--- src/rtl/channel_row_tracker.sv ---
// Per-frame channel layout (restoring divider) plus incremental row-to-channel tracking for the trace display.
// Optional macro CHANNEL_BORDER_EN drives is_border on the first row of each channel; otherwise it is tied to 0.
module channel_row_tracker #(
  parameter  int MAX_CHAN_COUNT = 10,
  parameter  int V_RES          = 480,
  parameter  int OFFSET         = 0,
  localparam int ROW_W          = $clog2(V_RES),
  localparam int CH_W           = $clog2(MAX_CHAN_COUNT + 1)
) (
  input  logic                      clk,
  input  logic                      reset,
  input  logic [MAX_CHAN_COUNT-1:0] channel_enable,
  input  logic                      frame_start,
  input  logic                      line_start,
  input  logic [ROW_W-1:0]          pixel_row,
  output logic                      layout_valid,
  output logic                      is_channel,
  output logic [CH_W-1:0]           channel_number,
  output logic [ROW_W-1:0]          channel_height,
  output logic [ROW_W-1:0]          channel_offset,
  output logic [ROW_W-1:0]          row_in_channel,
  output logic                      is_border
);

  localparam logic [1:0] S_IDLE  = 2'd0;
  localparam logic [1:0] S_DIV   = 2'd1;
  localparam logic [1:0] S_READY = 2'd2;

  localparam logic [ROW_W-1:0] DIVIDEND = ROW_W'(V_RES - OFFSET);
  localparam logic [ROW_W-1:0] OFF_R    = ROW_W'(OFFSET);
  localparam logic [ROW_W:0]   OFF_X    = (ROW_W+1)'(OFFSET);

  logic [1:0]                state_q;
  logic [MAX_CHAN_COUNT-1:0] mask_q;
  logic [CH_W-1:0]           count_q;
  logic [ROW_W-1:0]          div_sh_q, quo_q, cnt_q;
  logic [CH_W-1:0]           rem_q;
  logic [CH_W-1:0]           vis_q, phys_q;
  logic [ROW_W-1:0]          row_cnt_q, cur_off_q;
  logic                      valid_q, is_ch_q;
  logic [CH_W-1:0]           ch_num_q;
  logic [ROW_W-1:0]          height_q, ch_off_q, rin_q;

  function automatic logic [CH_W-1:0] first_set(input logic [MAX_CHAN_COUNT-1:0] m);
    logic [CH_W-1:0] r;
    r = '0;
    for (int k = MAX_CHAN_COUNT - 1; k >= 0; k--)
      if (m[k]) r = CH_W'(k);
    return r;
  endfunction

  logic [CH_W-1:0]           pop_cnt;
  logic [MAX_CHAN_COUNT-1:0] above_mask;
  always_comb begin
    pop_cnt    = '0;
    above_mask = '0;
    for (int k = 0; k < MAX_CHAN_COUNT; k++) begin
      pop_cnt       = pop_cnt + CH_W'(channel_enable[k]);
      above_mask[k] = mask_q[k] && (CH_W'(k) > phys_q);
    end
  end

  logic [CH_W-1:0] nxt_phys;
  assign nxt_phys = first_set(above_mask);

  // One restoring-division step: shift in the next dividend bit, subtract if it fits.
  logic [CH_W:0]    rem_sh, rem_nx;
  logic             q_bit;
  logic [ROW_W-1:0] quo_nx;
  assign rem_sh = {rem_q, div_sh_q[ROW_W-1]};
  assign q_bit  = rem_sh >= {1'b0, count_q};
  assign rem_nx = q_bit ? rem_sh - {1'b0, count_q} : rem_sh;
  assign quo_nx = {quo_q[ROW_W-2:0], q_bit};

  // pixel_row < OFFSET, written so it stays well-formed when OFFSET is 0
  logic hdr_row, in_chan, trk_go;
  assign hdr_row = ({1'b0, pixel_row} + (ROW_W+1)'(1)) <= OFF_X;
  assign in_chan = !hdr_row && (vis_q < count_q);
  assign trk_go  = !frame_start && (state_q == S_READY) && line_start;

  always_ff @(posedge clk or posedge reset) begin
    if (reset) begin
      state_q   <= S_IDLE;
      mask_q    <= '0;
      count_q   <= '0;
      div_sh_q  <= '0;
      quo_q     <= '0;
      cnt_q     <= '0;
      rem_q     <= '0;
      vis_q     <= '0;
      phys_q    <= '0;
      row_cnt_q <= '0;
      cur_off_q <= '0;
      valid_q   <= 1'b0;
      is_ch_q   <= 1'b0;
      ch_num_q  <= '0;
      height_q  <= '0;
      ch_off_q  <= '0;
      rin_q     <= '0;
    end else if (frame_start) begin
      mask_q    <= channel_enable;
      count_q   <= pop_cnt;
      valid_q   <= (pop_cnt == '0);
      is_ch_q   <= 1'b0;
      div_sh_q  <= DIVIDEND;
      quo_q     <= '0;
      rem_q     <= '0;
      cnt_q     <= ROW_W'(ROW_W - 1);
      state_q   <= (pop_cnt == '0) ? S_READY : S_DIV;
      if (pop_cnt == '0) height_q <= '0;
      // Tracker reset here makes row 0 land on the first channel when there is no header.
      vis_q     <= '0;
      row_cnt_q <= '0;
      cur_off_q <= OFF_R;
      phys_q    <= first_set(channel_enable);
    end else begin
      case (state_q)
        S_DIV: begin
          div_sh_q <= {div_sh_q[ROW_W-2:0], 1'b0};
          rem_q    <= rem_nx[CH_W-1:0];
          quo_q    <= quo_nx;
          cnt_q    <= cnt_q - ROW_W'(1);
          if (cnt_q == '0) begin
            height_q <= quo_nx;
            valid_q  <= 1'b1;
            state_q  <= S_READY;
          end
        end
        S_READY: begin
          if (line_start) begin
            is_ch_q  <= in_chan;
            ch_num_q <= in_chan ? phys_q    : '0;
            ch_off_q <= in_chan ? cur_off_q : '0;
            rin_q    <= in_chan ? row_cnt_q : '0;
            if (hdr_row) begin
              vis_q     <= '0;
              row_cnt_q <= '0;
              cur_off_q <= OFF_R;
              phys_q    <= first_set(mask_q);
            end else if (in_chan) begin
              if (row_cnt_q + ROW_W'(1) == height_q) begin
                row_cnt_q <= '0;
                vis_q     <= vis_q + CH_W'(1);
                cur_off_q <= cur_off_q + height_q;
                phys_q    <= nxt_phys;
              end else begin
                row_cnt_q <= row_cnt_q + ROW_W'(1);
              end
            end
          end
        end
        default: ;
      endcase
    end
  end

`ifdef CHANNEL_BORDER_EN
  logic border_q;
  always_ff @(posedge clk or posedge reset) begin
    if (reset)            border_q <= 1'b0;
    else if (frame_start) border_q <= 1'b0;
    else if (trk_go)      border_q <= in_chan && (row_cnt_q == '0);
  end
  assign is_border = border_q;
`else
  logic unused_trk;
  assign unused_trk = trk_go;
  assign is_border  = 1'b0;
`endif

  assign layout_valid   = valid_q;
  assign is_channel     = is_ch_q;
  assign channel_number = ch_num_q;
  assign channel_height = height_q;
  assign channel_offset = ch_off_q;
  assign row_in_channel = rin_q;

endmodule

--- config.mk ---
export PLATFORM = sky130hd
export DESIGN_NAME = channel_row_tracker
export DESIGN_NICKNAME = d
export VERILOG_FILES = /design/src/rtl/channel_row_tracker.sv
export SDC_FILE = /design/constraint.sdc
export NUM_CORES = 1
export LEC_CHECK = 0
export ABC_AREA = 1
export ABC_CLOCK_PERIOD_IN_PS = 4510
export CAP_MARGIN = 20
export CORE_UTILIZATION = 45
export CTS_CLUSTER_SIZE = 25
export DETAILED_ROUTE_END_ITERATION = 7
export GPL_TIMING_DRIVEN = 0
export PLACE_DENSITY = 0.66
export SLEW_MARGIN = 20
export SYNTH_ARGS = -nofsm -noshare
export SYNTH_HDL_FRONTEND = slang
export SYNTH_SLANG_ARGS = --single-unit
--- constraint.sdc ---
create_clock -name clk -period 4.51 [get_ports clk]
set_input_delay 0.6765 -clock clk [delete_from_list [all_inputs] [get_ports clk]]
set_output_delay 0.6765 -clock clk [all_outputs]
set_load 0.05 [all_outputs]
==> results by group <==
Power and ir drop
  • Pwr dens: 471.6 mW/mm^2
  • P_int: 0.001850 W
  • Sw power: 0.001152 W
  • Peak VDD IR: about 0.34 mV
  • Clk pwr share: 0.260
  • Reg power frac: 0.379
  • Logic pwr share: 0.361
  • Switching part of the total power: 0.3838
  • Leakage power: 3.101 nW
  • Post-layout power: 0.003002 W

Clocking
  • Root Driver: clkbuf_16
  • CTS tree: yes
  • Clock sink count: 98
  • Clock Tree Buf Depth: 2
  • Worst skew pair latency: 0.35 ns
  • Clock slew at reported path FFs: 0.06 ns
  • Inserted Clock Buffers: 9
  • Htree depth: 3

Synth
  • Synth Register Bits: 98
  • Library cell with the largest summed area after synthesis: dfrtp_1
  • Mapped cell area: 0.005384 sq mm
  • Post-synthesis cell type count: 42
  • Sequential fraction of the synthesis area: 0.4555
  • Most instantiated library cell after synthesis: nand2_1
  • Share of the synthesized area in the top cell type: 0.4555
  • Avg Cell Area, Syn: roughly 8 sq um
  • Number of synthesized flops with an enable pin: 0
  • Commonest cells post-synth: nand2_1, dfrtp_1, inv_1, o21ai_0, nor2_1
  • Post-synth ARST share: 1.000
  • Cells after Synth: 653
  • Post-Syn Nets: 704
  • Dominant cells by area after synthesis: dfrtp_1, nand2_1, o21ai_0
  • Synth Warn #: 0
  • Synth Flop Type: dfrtp_1

Critical path
  • Crit path launch: channel_enable[0]
  • Worst Setup EP: channel_height[3]$_DFFE_PP0P_
  • Worst Path Buf+Inv: 8
  • CP Depth: 18
  • Family with the most delay on the worst path: adder cells
  • CP Max Fanout: 10
  • CP cell instances: clkdlybuf4s50_1 -> inv_1 -> fa_1 -> fa_1 -> fa_1 -> inv_1 -> ha_1 -> inv_1 -> fa_1 -> inv_1 -> nor4_1 -> nor2_1 -> inv_1 -> nand2_2 -> inv_1 -> buf_2 -> nand2_1 -> o21ai_0
  • RR Endpoint: row_in_channel[5]$_DFFE_PP0P_
  • CP dominant cell by count: inv_1
  • Worst Path Required: approximately 4.8 ns
  • CP arrival: 4.50 ns
  • Startpoint types: input pin
  • CP max stage delay: 0.53 ns
  • R2r setup slk: 2.21 ns
  • FF-to-FF Start: count_q[1]$_DFFE_PP0P_
  • Element type at the critical path end: flop
  • Critical-path top delay cell: fa_1
  • R2r worst-path depth: 11
  • WS Path Type: input pin to flop

Timing
  • Max-slew headroom: 0.6245
  • Hold Violations, Final: 0
  • RSZ-0062 raised after global routing: no
  • Setup TNS: 0 ns
  • Setup-failing EPs final: 0
  • Worst-Margin Slew: 0.5612 ns
  • Final worst-path cycle share: 0.9386
  • Final Skew: 0.008138 ns
  • Slew Limit Fails: 0
  • Setup slack after layout: around 0.28 ns
  • Max Fclk: 0.2362 GHz
  • Min Tclk post-route: 4.233 ns

Place
  • IO Port Bufs: 46
  • Setup WS pre-CTS: -0.1028 ns
  • GPL Wtd Cong: 0.9065
  • DPL Wire Length: approximately 9300 um

Outcome
  • Failing checks: DRC
  • Status: finished, violations left

GRT
  • Total Routing Usage GR: 0.2184
  • First-pass GRT wire length: between 20000 and 25000 um
  • Grt total ovfl: 0
  • Largest net degree at the start of global routing: 56
  • Initial antenna violation count: 0
  • Vias in the first global route: 4445

Die
  • Top Ports: between 50 and 60
  • Row Count: 39
  • Die width: 111.4 um
  • Initial Util: 0.4675
  • Die Ht: 111.4 um
  • Core Area: between 0.01 and 0.015 sq mm
  • Die area: 0.01241 sq mm

Cells and area
  • Area growth, synth to finish: 18.22%
  • Share of layout cells above drive strength 1: 0.06564
  • Final net count: 762
  • Diode count: 0
  • Fillers: between 1000 and 1500
  • Post-route core utilization: 0.5527

Job
  • Max-cap violations: 0

Min path
  • Hold Path Class: flop to flop

Routing
  • Final antenna-violating net count: 0
  • Routed WL: ~12000 um
  • Via count: 4473
  • Mean routed wirelength per cell: 14.51 um
  • Via/cell ratio: 5.207
  • Initial DRT Pass Iterations: 7
  • Drt drc: 11
  • Initial drt markers: 317
==> sequential cells by signal, summed over array words and instances (netlist names), 8 cells and up <==
signal	cells
channel_height	9
channel_offset	9
cnt_q	9
cur_off_q	9
mask_q	9
row_cnt_q	9
row_in_channel	9
quo_q	8
==> per-stage QoR <==
stage / instances / cell area (sq um) / hold slack (ns)
floorplan: 653 / 5384 / 0.4500
global placement: 842 / 6023 / 0.4708
detailed placement: 843 / 6056 / 0.4769
CTS: 859 / 6362 / 0.4919
global route: 859 / 6365 / 0.5030
finish: 859 / 6365 / 0.4862
==> area by class of cell <==
cell class / instances / area (sq um) / area share
sequential: 98 / 2452 / 0.3853
buffer: 21 / 107.6 / 0.01691
inverter: 88 / 335.3 / 0.05268
clock inverter: 4 / 50.05 / 0.007863
multi-input combinational: 446 / 2494 / 0.3918
timing repair buffer: 47 / 490.5 / 0.07706
tap: 143 / 178.9 / 0.02811
clock buffer: 12 / 256.5 / 0.04030
==> repair_timing <==
item,4_1_cts,5_1_grt
endpoints found under the setup margin,0,6
gates resized for setup,0,1
setup buffers,0,0
hold buffers,0,0
==> per-layer routing <==
layer	routed length, um	global-route usage
met4	158	0.07117
met5	0	0
met1	5616	0.2800
met3	595	0.05444
met2	6098	0.3633
==> worst min-delay path by stage <==
| stage | startpoint | endpoint | slack, ns | cells after the start |
|---|---|---|---|---|
| 3_5_place_dp | mask_q[1]$_DFFE_PP0P_ | mask_q[1]$_DFFE_PP0P_ | 0.48 | 2 |
| 5_1_grt | cnt_q[7]$_DFFE_PP0P_ | cnt_q[7]$_DFFE_PP0P_ | 0.50 | 1 |
| 2_1_floorplan | rem_q[3]$_DFFE_PP0P_ | rem_q[3]$_DFFE_PP0P_ | 0.45 | 2 |
| 6_report | cnt_q[7]$_DFFE_PP0P_ | cnt_q[7]$_DFFE_PP0P_ | 0.49 | 1 |
| 3_3_place_gp | mask_q[4]$_DFFE_PP0P_ | mask_q[4]$_DFFE_PP0P_ | 0.47 | 2 |
| 4_1_cts | cnt_q[7]$_DFFE_PP0P_ | cnt_q[7]$_DFFE_PP0P_ | 0.49 | 1 |
==> kinds of logic (layout without fill, tap and decap cells) <==
group | count (synthesis) | after routing | synth area share
xor+xnor | 16 | 16 | 0.02951
fa+ha+maj | 28 | 28 | 0.07623
buf+inv | 109 | 172 | 0.08134
other cells | 1 | 1 | 0.0006965
compound gates | 127 | 127 | 0.1281
simple gates | 274 | 274 | 0.2287
flops | 98 | 98 | 0.4555
==> power groups by stage <==
stage | sequential, W | clock (W) | combinational [W]
6_report | 0.00114 | 0.000781 | 0.00108
5_1_grt | 0.00116 | 0.000835 | 0.00121
4_1_cts | 0.00114 | 0.000802 | 0.00109
3_5_place_dp | 0.00115 | 0 | 0.00108
3_3_place_gp | 0.00115 | 0 | 0.00104
2_1_floorplan | 0.00130 | 0 | 0.000612
==> cells in the final DEF, fill, tap and decap left out, types with 2 or more instances in the layout <==
cell,Yosys,final
clkbuf_8,0,2
xor2_1,11,11
inv_2,2,2
clkbuf_1,11,12
xnor2_1,4,4
clkdlybuf4s50_1,0,45
nand3b_1,4,4
buf_2,5,5
nand4_1,13,13
buf_4,2,2
inv_1,85,84
o21ai_0,81,81
a21oi_1,20,20
o21ai_1,2,2
clkbuf_16,0,9
nor2_2,2,2
fa_1,8,8
a22oi_1,3,3
nor2_4,5,5
nor3b_1,3,3
dfrtp_1,98,98
clkinvlp_4,0,2
nor3_2,3,3
nand2_2,5,5
nor4_1,2,2
o22ai_1,8,8
nor3_1,4,4
o211ai_1,8,8
nand3_1,24,24
ha_1,20,20
nor2_1,38,38
nand2_1,167,167
buf_6,2,2
Power figures use the tool's default switching activity.
